===== src/rtl/frame_bank_scheduler.sv =====
// Double-buffered frame bank scheduler: startup white frames, first fill, then bank ping-pong on frame boundaries.
// Optional statistics (repeat_count, overrun) are built only when FRAME_STATS_EN is defined.
module frame_bank_scheduler #(
   parameter int STARTUP_FRAMES = 4,
   parameter int CNT_W          = 16
) (
   input  logic             CLK_40,
   input  logic             reset,
   input  logic             start,
   input  logic             frame_start,
   input  logic             frame_write_done,
   output logic             read_bank1,
   output logic             read_bank2,
   output logic             write_sel,
   output logic             write_ready,
   output logic             VGA_en,
   output logic             VGA_startup_en,
   output logic [CNT_W-1:0] repeat_count,
   output logic             overrun
);

   // state   | meaning
   // IDLE    | VGA off, no banks active, waiting for start
   // STARTUP | VGA on, forced white, counting down STARTUP_FRAMES frame boundaries
   // FILL    | still white, writer fills bank 1 for the first time
   // RUN     | display one bank, write the other, swap on frame_start when a new frame is pending

   typedef enum logic [1:0] {IDLE, STARTUP, FILL, RUN} state_t;

   localparam int SW = (STARTUP_FRAMES > 1) ? $clog2(STARTUP_FRAMES) : 1;

   state_t        state, state_nxt;
   logic [SW-1:0] su_cnt, su_cnt_nxt;
   logic          pending, pending_nxt;
   logic          disp2, disp2_nxt;
   logic          rb1_nxt, rb2_nxt, ws_nxt, wr_nxt, ven_nxt, vsu_nxt;

   always_ff @(posedge CLK_40) begin
      if (!reset) begin
         state          <= IDLE;
         su_cnt         <= '0;
         pending        <= 1'b0;
         disp2          <= 1'b0;
         read_bank1     <= 1'b0;
         read_bank2     <= 1'b0;
         write_sel      <= 1'b0;
         write_ready    <= 1'b0;
         VGA_en         <= 1'b0;
         VGA_startup_en <= 1'b0;
      end else begin
         state          <= state_nxt;
         su_cnt         <= su_cnt_nxt;
         pending        <= pending_nxt;
         disp2          <= disp2_nxt;
         read_bank1     <= rb1_nxt;
         read_bank2     <= rb2_nxt;
         write_sel      <= ws_nxt;
         write_ready    <= wr_nxt;
         VGA_en         <= ven_nxt;
         VGA_startup_en <= vsu_nxt;
      end
   end

   always_comb begin
      state_nxt   = state;
      su_cnt_nxt  = su_cnt;
      pending_nxt = pending;
      disp2_nxt   = disp2;
      if (!start) begin
         state_nxt   = IDLE;
         pending_nxt = 1'b0;
      end else begin
         case (state)
            IDLE: begin
               state_nxt  = STARTUP;
               su_cnt_nxt = SW'(STARTUP_FRAMES - 1);
            end
            STARTUP: begin
               if (frame_start) begin
                  if (su_cnt == '0) state_nxt = FILL;
                  else              su_cnt_nxt = su_cnt - SW'(1);
               end
            end
            FILL: begin
               if (frame_write_done) begin
                  state_nxt   = RUN;
                  disp2_nxt   = 1'b0;
                  pending_nxt = 1'b0;
               end
            end
            RUN: begin
               // a done arriving with frame_start counts as completed before the boundary
               if (frame_start && (pending || frame_write_done)) begin
                  disp2_nxt   = ~disp2;
                  pending_nxt = 1'b0;
               end else if (frame_write_done) begin
                  pending_nxt = 1'b1;
               end
            end
            default: state_nxt = IDLE;
         endcase
      end
   end

   // outputs are decoded from the next state so they register together with it
   always_comb begin
      rb1_nxt = 1'b0;
      rb2_nxt = 1'b0;
      ws_nxt  = 1'b0;
      wr_nxt  = 1'b0;
      ven_nxt = 1'b0;
      vsu_nxt = 1'b0;
      case (state_nxt)
         STARTUP: begin
            ven_nxt = 1'b1;
            vsu_nxt = 1'b1;
         end
         FILL: begin
            ven_nxt = 1'b1;
            vsu_nxt = 1'b1;
            wr_nxt  = 1'b1;
         end
         RUN: begin
            ven_nxt = 1'b1;
            rb1_nxt = ~disp2_nxt;
            rb2_nxt = disp2_nxt;
            ws_nxt  = ~disp2_nxt;
            wr_nxt  = ~pending_nxt;
         end
         default: ;
      endcase
   end

`ifdef FRAME_STATS_EN
   logic rep_inc, ovr_set;

   assign rep_inc = (state == RUN) && start && frame_start && !frame_write_done && !pending;
   assign ovr_set = (state == RUN) && start && frame_write_done && pending;

   always_ff @(posedge CLK_40) begin
      if (!reset) begin
         repeat_count <= '0;
         overrun      <= 1'b0;
      end else begin
         if (rep_inc && (repeat_count != '1)) repeat_count <= repeat_count + CNT_W'(1);
         if (ovr_set)                         overrun      <= 1'b1;
      end
   end
`else
   assign repeat_count = '0;
   assign overrun      = 1'b0;
`endif

endmodule


===== config.mk =====
export PLATFORM = sky130hd
export DESIGN_NAME = frame_bank_scheduler
export DESIGN_NICKNAME = d
export VERILOG_FILES = /design/src/rtl/frame_bank_scheduler.sv
export SDC_FILE = /design/constraint.sdc
export NUM_CORES = 1
export LEC_CHECK = 0
export ABC_AREA = 1
export CORE_ASPECT_RATIO = 1.4
export CORE_MARGIN = 2
export CORE_UTILIZATION = 28
export CTS_CLUSTER_DIAMETER = 150
export DETAILED_ROUTE_END_ITERATION = 6
export GPL_TIMING_DRIVEN = 0
export SETUP_SLACK_MARGIN = 0.5
export SYNTH_ARGS = -nofsm -noshare
export SYNTH_HDL_FRONTEND = slang
export SYNTH_SLANG_ARGS = --single-unit

===== constraint.sdc =====
create_clock -name CLK_40 -period 1.9 [get_ports CLK_40]
set_clock_uncertainty 0.15 [all_clocks]
set_input_delay 0.285 -clock CLK_40 [delete_from_list [all_inputs] [get_ports CLK_40]]
set_output_delay 0.285 -clock CLK_40 [all_outputs]
set_load 0.05 [all_outputs]

==> results of run 1 <==
==> layout by cell type, fill, tap and decap left out, types with 3 or more instances in the layout <==
master	n
buf_2	4
buf_4	22
clkbuf_4	3
conb_1	17
dfxtp_1	8
dfxtp_2	3
inv_1	8
inv_2	7
nand2_1	18
nand3_1	3
nor2_1	12
==> power breakdown <==
group          switching, W  internal [W]
sequential       0.00000699      0.000241
combinational      0.000135     0.0000648
clock             0.0000799     0.0000814
==> worst min-delay path, cell delays in order <==
cell and delay (ns):
dlymetal6s2s_1 0.20, o21ai_4 0.11, nor2_1 0.04
==> synth_stat cells <==
cell / instances / area [um2]
nor2_2: 1 / 6.26
dfxtp_1: 11 / 220
o21bai_1: 1 / 7.51
conb_1: 1 / 3.75
buf_4: 18 / 135
nand3_1: 3 / 15.0
ha_1: 4 / 50.1
a21oi_1: 2 / 10.0
nor2_1: 13 / 48.8
nand2_1: 19 / 71.3
nand3b_2: 1 / 11.3
inv_1: 13 / 48.8
inv_2: 2 / 7.51
nor3_1: 1 / 5.00
nand3_2: 2 / 20.0
o21ai_2: 2 / 17.5
o21ai_0: 1 / 5.00
==> sequential cells by signal (all words and copies together) (netlist names) <==
name / count
VGA_en: 1
VGA_startup_en: 1
disp2: 1
pending: 1
read_bank2: 1
state: 2
su_cnt: 2
write_ready: 1
write_sel: 1
==> area by class of cell <==
cell class                      instances  area, um2  area share [%]
Inverter                               15       56.3            5.74
Tap cell                               23       28.8            2.93
Buffer                                 18        135            13.8
Multi-Input combinational cell         67        400            40.8
Timing Repair Buffer                   14        110            11.2
Sequential cell                        11        224            22.8
Clock buffer                            4       26.3            2.68
==> through the flow <==
stage	utilization [%]	instance area, um2	hold slack (ns)	std cells	setup slack [ns]
6_report	41.5	981	0.250	152	0.360
2_1_floorplan	-	776	0.228	111	0.418
4_1_cts	41.6	985	0.405	151	0.366
3_3_place_gp	38.3	905	0.358	144	0.0623
3_5_place_dp	38.3	905	0.373	144	0.0371
5_1_grt	41.5	981	0.253	152	0.279
==> how the worst min path moves through the flow <==
stage,startpoint,endpoint
detailed placement,su_cnt[0]$_SDFFE_PN0P_,su_cnt[0]$_SDFFE_PN0P_
global route,start,state[1]$_SDFF_PN0_
floorplan,reset,VGA_startup_en$_SDFF_PN0_
global placement,su_cnt[0]$_SDFFE_PN0P_,su_cnt[0]$_SDFFE_PN0P_
CTS,su_cnt[1]$_SDFFE_PN0P_,su_cnt[1]$_SDFFE_PN0P_
finish,start,state[1]$_SDFF_PN0_
==> what timing repair did <==
item,in CTS,in global routing
hold endpoints to repair,0,0
pin swaps,3,4
hold buffers,0,0
endpoints found under the setup margin,11,13
resized for setup,30,12
cloned,0,0
setup buffers,3,1
==> metal layers <==
metal,routed length [um],vias up,global-route usage (%)
met5,0,-,0
met4,59,0,8.57
met3,97,5,3.18
met2,647,21,16.5
met1,448,257,8.60
li1,-,319,-
==> cell families after synthesis <==
logic type / Yosys count
flops: 11
simple gates: 40
compound gates: 6
other cells: 1
fa+ha+maj: 4
buf+inv: 33
==> flow_metrics.env, run 1 <==
export IMPL_outcome="completed"
export IMPL_die_h_um=62.4
export IMPL_grt_pass1_wl_mm=1.98
export IMPL_final_antenna_net_count=0
export IMPL_hold_viol=0
export IMPL_die_x_um=45.7
export IMPL_nFillCells=260
export IMPL_reg2reg_to="write_ready$_SDFF_PN0_"
export IMPL_syn_avg_cell_area_um2=7.19
export IMPL_r2r_cells=12
export IMPL_synthMuxAreaShare_pct=0
export IMPL_clock_sinks=11
export IMPL_wl_per_cell_um=8.24
export IMPL_peakVddDrop_mv=0.283
export IMPL_critical_path_top_delay_family="simple AND/OR/NAND/NOR gates"
export IMPL_area_delta_synth_final_pct=43.6
export IMPL_antennaDiodeCount=0
export IMPL_crit_fanout=4
export IMPL_ys_types=17
export IMPL_hold_path_class="primary input to flip-flop"
export IMPL_yosysSeqAreaShare_pct=32.2
export IMPL_antenna_found_initial=0
export IMPL_min_path_cells=3
export IMPL_finalSetupViolCount=0
export IMPL_end_kind="flip-flop"
export IMPL_fin_crit_sh_pct=81.0
export IMPL_rsz0062_at_grt="yes"
export IMPL_path_clk_slew_ns=0.07
export IMPL_cp_required_ns=1.92
export IMPL_core_area_um2=2360
export IMPL_grt_pass1_vias=508
export IMPL_syn_cell_area_um2=683
export IMPL_rows=21
export IMPL_postSynthCellCount=95
export IMPL_synth_xor_area_share_pct=0
export IMPL_rr_startpoint="su_cnt[0]$_SDFFE_PN0P_"
export IMPL_path_cells="inv_2 -> ha_4 -> nand3_4 -> nor2_4 -> inv_2 -> nand3b_4 -> inv_2 -> ha_4 -> nand2_4 -> inv_2 -> nand2_1 -> nand2_1"
export IMPL_cpMaxStageDelayCell="dfxtp_2"
export IMPL_dp_hpwl_um=992
export IMPL_synth_compound_area_share_pct=5.86
export IMPL_maxCapViolations=0
export IMPL_cp_arrival_ns=1.56
export IMPL_synth_top_family_by_area="buffers and inverters"
export IMPL_fin_setup_tns_ns=0
export IMPL_yosysWarnings=0
export IMPL_drive_gt1_share_pct=40.3
export IMPL_reg2reg_slack_ns=0.36
export IMPL_finalWeightedCongestion=0.824
export IMPL_cp_buffers_inverters=4
export IMPL_cts_max_level=1
export IMPL_dieArea_um2=2860
export IMPL_nNetsFinal=139
export IMPL_dr_pass1_iters=2
export IMPL_synth_seq_cells=11
export IMPL_cts_path_max_buffers=2
export IMPL_grt_max_degree=7
export IMPL_initial_core_util_pct=28.9
export IMPL_cts_root_buffer="clkbuf_4"
export IMPL_synthAdderAreaFrac_pct=7.33
export IMPL_p_total_w=0.000609
export IMPL_fmax_mhz=649
export IMPL_track_usage_pct=9.85
export IMPL_cellLeakagePower_nw=0.547
export IMPL_io_pins=28
export IMPL_cp_start_kind="flip-flop"
export IMPL_clock_latency_ns=0.27
export IMPL_cts_made_buffers=3
export IMPL_crit_path_start="su_cnt[0]$_SDFFE_PN0P_"
export IMPL_grt_overflow_total=0
export IMPL_drt_vias_per_instance=3.96
export IMPL_synth_simple_gate_area_share_pct=26.0
export IMPL_slew_violations=0
export IMPL_path_common_cell="inv_2"
export IMPL_worstSetupPathDepth=12
export IMPL_endpoint="write_ready$_SDFF_PN0_"
export IMPL_cts_tree="built"
export IMPL_path_class="flip-flop to flip-flop"
export IMPL_vias=602
export IMPL_max_stage_delay_ns=0.33
export IMPL_power_density_nw_per_um2=621
export IMPL_drt_total_wl_mm=1.25
export IMPL_drc=0
export IMPL_period_minus_slack_ns=1.54
export IMPL_numPortBuffers=10
export IMPL_drtIter0Drc=1
Power figures use the tool's default switching activity.
==> inputs of run 2 (changes only) <==
==> constraint.sdc (replaced) <==
create_clock -name CLK_40 -period 1.3 [get_ports CLK_40]
set_clock_uncertainty 0.15 [all_clocks]
set_input_delay 0.195 -clock CLK_40 [delete_from_list [all_inputs] [get_ports CLK_40]]
set_output_delay 0.195 -clock CLK_40 [all_outputs]
set_load 0.05 [all_outputs]
==> flow_metrics.env, run 2 (synthesis results as in run 1) <==
export IMPL_path_clk_slew_ns=0.07
export IMPL_cts_max_level=1
export IMPL_placedInstanceArea_um2=927
export IMPL_grt_max_degree=7
export IMPL_die_x_um=45.7
export IMPL_numPortBuffers=10
export IMPL_power_density_nw_per_um2=811
export IMPL_track_usage_pct=10.1
export IMPL_hold_viol=0
export IMPL_nFillCells=234
export IMPL_maxCapViolations=0
export IMPL_cts_path_max_buffers=2
export IMPL_drc=0
export IMPL_finalSetupViolCount=5
export IMPL_grt_pass1_wl_mm=2.14
export IMPL_cp_required_ns=1.32
export IMPL_clock_latency_ns=0.27
export IMPL_rows=21
export IMPL_period_minus_slack_ns=1.53
export IMPL_area_delta_synth_final_pct=64.5
export IMPL_cellLeakagePower_nw=0.591
export IMPL_finalWeightedCongestion=0.719
export IMPL_cts_hold_buf=0
export IMPL_peakVddDrop_mv=0.407
export IMPL_p_total_w=0.000911
export IMPL_hold_path_class="primary input to flip-flop"
export IMPL_cp_arrival_ns=1.56
export IMPL_path_class="flip-flop to flip-flop"
export IMPL_fin_ws_ns=-0.234
export IMPL_end_kind="flip-flop"
export IMPL_dieArea_um2=2860
export IMPL_vias=631
export IMPL_final_core_util_pct=47.5
export IMPL_dp_hpwl_um=986
export IMPL_rsz0062_at_grt="yes"
export IMPL_slew_violations=0
export IMPL_cp_start_kind="flip-flop"
export IMPL_final_antenna_net_count=0
export IMPL_nNetsFinal=144
export IMPL_postLayoutCellArea_um2=1120
export IMPL_failed_checks="negative setup slack"
export IMPL_die_h_um=62.4
export IMPL_fin_crit_sh_pct=118
export IMPL_initial_core_util_pct=28.9
export IMPL_cts_tree="built"
export IMPL_clock_sinks=11
export IMPL_fin_hold_ws_ns=0.142
export IMPL_cts_made_buffers=3
export IMPL_drive_gt1_share_pct=51.5
export IMPL_crit_fanout=4
export IMPL_drtIter0Drc=1
export IMPL_max_stage_delay_ns=0.33
export IMPL_layout_common_cells="buf_4 (26), conb_1 (17), nand2_1 (16)"
export IMPL_grt_pass1_vias=578
export IMPL_wl_per_cell_um=8.88
export IMPL_path_cells="inv_2 -> ha_4 -> nand3_4 -> nor2_4 -> inv_2 -> nand3b_4 -> buf_4 -> ha_4 -> nand2_2 -> inv_1"
export IMPL_fmax_mhz=652
export IMPL_io_pins=28
export IMPL_antenna_found_initial=0
export IMPL_grt_overflow_total=0
export IMPL_antennaDiodeCount=0
export IMPL_pre_cts_ws_ns=-0.475
export IMPL_core_area_um2=2360
export IMPL_cts_root_buffer="clkbuf_4"
export IMPL_outcome="finished with violations"
export IMPL_dr_pass1_iters=2
export IMPL_drt_total_wl_mm=1.39
export IMPL_layout_commonest_cell="buf_4"
export IMPL_top_regs="state x2, su_cnt x2"
export IMPL_cpMaxStageDelayCell="dfxtp_2"
export IMPL_drt_vias_per_instance=4.02
-- run 2: cell count changes in the layout (fill, tap and decap cells not counted), moves of 2 or more --
| cell | delta |
|---|---|
| dfxtp_1 | -4 |
| nor2_2 | +3 |
| nand2_1 | -2 |
| buf_2 | -4 |
| clkdlybuf4s18_2 | -2 |
| dfxtp_4 | +3 |
| nor2_1 | -3 |
| nand2_2 | +2 |
| buf_4 | +4 |
| buf_8 | +6 |
-- run 2: final cells by class --
type / instances / area [um2] / share of cell area, %
Clock buffer: 4 / 26.3 / 2.34
Inverter: 15 / 56.3 / 5.01
Multi-Input combinational cell: 67 / 440 / 39.2
Buffer: 18 / 143 / 12.7
Sequential cell: 11 / 236 / 21.0
Tap cell: 23 / 28.8 / 2.56
Timing Repair Buffer: 19 / 193 / 17.1
-- run 2: path summary, 6_finish.rpt --
check / start / endpoint / slack (ns) / depth (start not counted)
worst max-delay path: su_cnt[0]$_SDFFE_PN0P_ / VGA_startup_en$_SDFF_PN0_ / -0.23 / 10
worst min-delay path: reset / VGA_startup_en$_SDFF_PN0_ / 0.14 / 3
worst max register to register: su_cnt[0]$_SDFFE_PN0P_ / VGA_startup_en$_SDFF_PN0_ / -0.23 / 10
worst min register to register: su_cnt[1]$_SDFFE_PN0P_ / su_cnt[1]$_SDFFE_PN0P_ / 0.39 / 4
-- run 2: metal layers --
metal	track usage (%)	vias up	part of all wire, %
li1	-	329	-
met1	8.78	283	34
met2	19.2	16	59
met3	2.60	3	5.3
met4	5.36	0	1.6
met5	0	-	0
-- run 2: through the flow --
stage          setup TNS [ns]  instances
2_1_floorplan          -0.516        111
3_3_place_gp            -3.53        144
3_5_place_dp            -3.78        144
4_1_cts                -0.736        151
5_1_grt                 -1.46        157
6_report               -0.978        157
-- run 2: timing repair --
item | 4_1_cts | 5_1_grt
endpoints found under the hold margin | 0 | 0
pin swaps | 6 | 5
setup buffers | 3 | 6
endpoints found under the setup margin | 17 | 17
resized for setup | 52 | 13
-- run 2: critical path: cells and delay by family (launching register included) --
kind                       cells  cell delay [ns]
buffers and inverters          4             0.27
adders and majority gates      2             0.32
and+or+nand+nor                4             0.36
DFF                            1             0.33
-- run 2: power by group --
| part | internal (W) | leakage (nW) | switching, W |
|---|---|---|---|
| clock | 0.000119 | 0.0150 | 0.000116 |
| combinational | 0.000111 | 0.482 | 0.000206 |
| sequential | 0.000349 | 0.0935 | 0.0000114 |
| total | 0.000578 | 0.591 | 0.000333 |
==> inputs of run 3 (changes only) <==
--- a/config.mk
+++ b/config.mk
@@ -12,6 +12,7 @@
 export CTS_CLUSTER_DIAMETER = 150
 export DETAILED_ROUTE_END_ITERATION = 6
 export GPL_TIMING_DRIVEN = 0
+export PLACE_DENSITY = 0.55
 export SETUP_SLACK_MARGIN = 0.5
 export SYNTH_ARGS = -nofsm -noshare
 export SYNTH_HDL_FRONTEND = slang
==> flow_metrics.env, run 3 (synthesis results as in run 1) <==
export IMPL_slew_violations=0
export IMPL_cts_made_buffers=3
export IMPL_layout_commonest_cell="buf_4"
export IMPL_cts_max_level=1
export IMPL_hold_viol=0
export IMPL_dieArea_um2=2860
export IMPL_io_pins=28
export IMPL_min_path_cells=3
export IMPL_drt_total_wl_mm=1.28
export IMPL_reg2reg_slack_ns=-0.25
export IMPL_cts_tree="built"
export IMPL_fin_cells=155
export IMPL_finalWeightedCongestion=0.711
export IMPL_core_area_um2=2360
export IMPL_drc=0
export IMPL_drive_gt1_share_pct=47.7
export IMPL_die_x_um=45.7
export IMPL_path_clk_slew_ns=0.07
export IMPL_place_inst=144
export IMPL_clock_latency_ns=0.26
export IMPL_peakVddDrop_mv=0.341
export IMPL_final_antenna_net_count=0
export IMPL_vias=616
export IMPL_grt_pass1_wl_mm=2.14
export IMPL_hold_end="VGA_startup_en$_SDFF_PN0_"
export IMPL_grt_overflow_total=0
export IMPL_fin_setup_tns_ns=-0.904
export IMPL_end_kind="flip-flop"
export IMPL_r2r_cells=12
export IMPL_antennaDiodeCount=0
export IMPL_cts_root_buffer="clkbuf_4"
export IMPL_drt_vias_per_instance=3.97
export IMPL_min_from="reset"
export IMPL_finalSetupViolCount=6
export IMPL_reg2reg_to="write_ready$_SDFF_PN0_"
export IMPL_final_core_util_pct=46.4
export IMPL_fin_ws_ns=-0.247
export IMPL_fin_crit_sh_pct=119
export IMPL_layout_common_cells="buf_4 (23), conb_1 (17), nand2_1 (16)"
export IMPL_period_minus_slack_ns=1.55
export IMPL_wl_per_cell_um=8.23
export IMPL_cp_required_ns=1.31
export IMPL_clock_sinks=11
export IMPL_cts_path_max_buffers=2
export IMPL_cellLeakagePower_nw=0.586
export IMPL_rr_startpoint="su_cnt[0]$_SDFFE_PN0P_"
export IMPL_path_class="flip-flop to flip-flop"
export IMPL_hold_path_class="primary input to flip-flop"
export IMPL_dp_hpwl_um=973
export IMPL_numPortBuffers=10
export IMPL_top_regs="state x2, su_cnt x2"
export IMPL_die_h_um=62.4
export IMPL_crit_fanout=4
export IMPL_cp_arrival_ns=1.56
export IMPL_maxCapViolations=0
export IMPL_area_delta_synth_final_pct=60.6
export IMPL_initial_core_util_pct=28.9
export IMPL_failed_checks="negative setup slack"
export IMPL_outcome="finished with violations"
export IMPL_nNetsFinal=142
export IMPL_antenna_found_initial=0
export IMPL_postLayoutCellArea_um2=1100
export IMPL_power_density_nw_per_um2=820
export IMPL_track_usage_pct=10.2
export IMPL_placedInstanceArea_um2=927
export IMPL_rows=21
export IMPL_grt_max_degree=7
export IMPL_dr_pass1_iters=1
export IMPL_cp_start_kind="flip-flop"
export IMPL_rsz0062_at_grt="yes"
export IMPL_grt_pass1_vias=576
export IMPL_drtIter0Drc=0
export IMPL_fmax_mhz=646
## run 3: routing by layer
layer,part of all wire [%],up-vias,wire length (um),track usage (%)
met3,5.3,2,68,2.60
met4,2.1,0,27,7.50
met1,33,273,422,9.50
met2,59,18,757,17.6
met5,0,-,0,0
li1,-,323,-,-
## run 3: critical path, cell delays in order (launching register included)
cell and delay (ns):
dfxtp_2 0.33, inv_2 0.07, ha_4 0.13, nand3_4 0.07, nor2_4 0.16, inv_2 0.06, nand3b_4 0.10, inv_4 0.04
ha_4 0.15, nand2_4 0.07, inv_2 0.03, nand2_1 0.04, nand2_1 0.04
## run 3: what timing repair did
action                                  4_1_cts  5_1_grt
pin swaps                                     3        6
hold buffers                                  0        0
setup buffers                                 3        4
gates resized for setup                      51       11
endpoints found under the setup margin       17       17
## run 3: power breakdown
| group | internal (W) | total (W) | switching, W |
|---|---|---|---|
| sequential | 0.000349 | 0.000360 | 0.0000118 |
| combinational | 0.000110 | 0.000313 | 0.000203 |
| clock | 0.000119 | 0.000226 | 0.000108 |
## run 3: worst max path at each step
stage | to | cells after the start | start | slack [ns]
after global routing | write_ready$_SDFF_PN0_ | 12 | su_cnt[0]$_SDFFE_PN0P_ | -0.32
after detailed placement | write_ready$_SDFF_PN0_ | 10 | frame_start | -0.46
after global placement | write_ready$_SDFF_PN0_ | 9 | frame_write_done | -0.46
final | write_ready$_SDFF_PN0_ | 12 | su_cnt[0]$_SDFFE_PN0P_ | -0.25
after floorplan | write_ready$_SDFF_PN0_ | 12 | su_cnt[1]$_SDFFE_PN0P_ | -0.18
after CTS | write_ready$_SDFF_PN0_ | 12 | su_cnt[0]$_SDFFE_PN0P_ | -0.24
## run 3: cell type report
type | instances | area, um2
plain buffers | 18 | 143
clock buffers | 4 | 26.3
fillers | 241 | 1270
inverters | 15 | 58.8
multi-input cells | 67 | 419
flip-flops and latches | 11 | 236
well taps | 23 | 28.8
repair buffers | 17 | 185
## run 3: per-stage QoR
stage	power (W)	setup WS, ns	hold WS, ns
CTS	0.000892	-0.239	0.277
detailed placement	0.000631	-0.465	0.368
global route	0.000955	-0.324	0.173
floorplan	0.000590	-0.177	0.138
finish	0.000900	-0.247	0.151
global placement	0.000628	-0.460	0.360
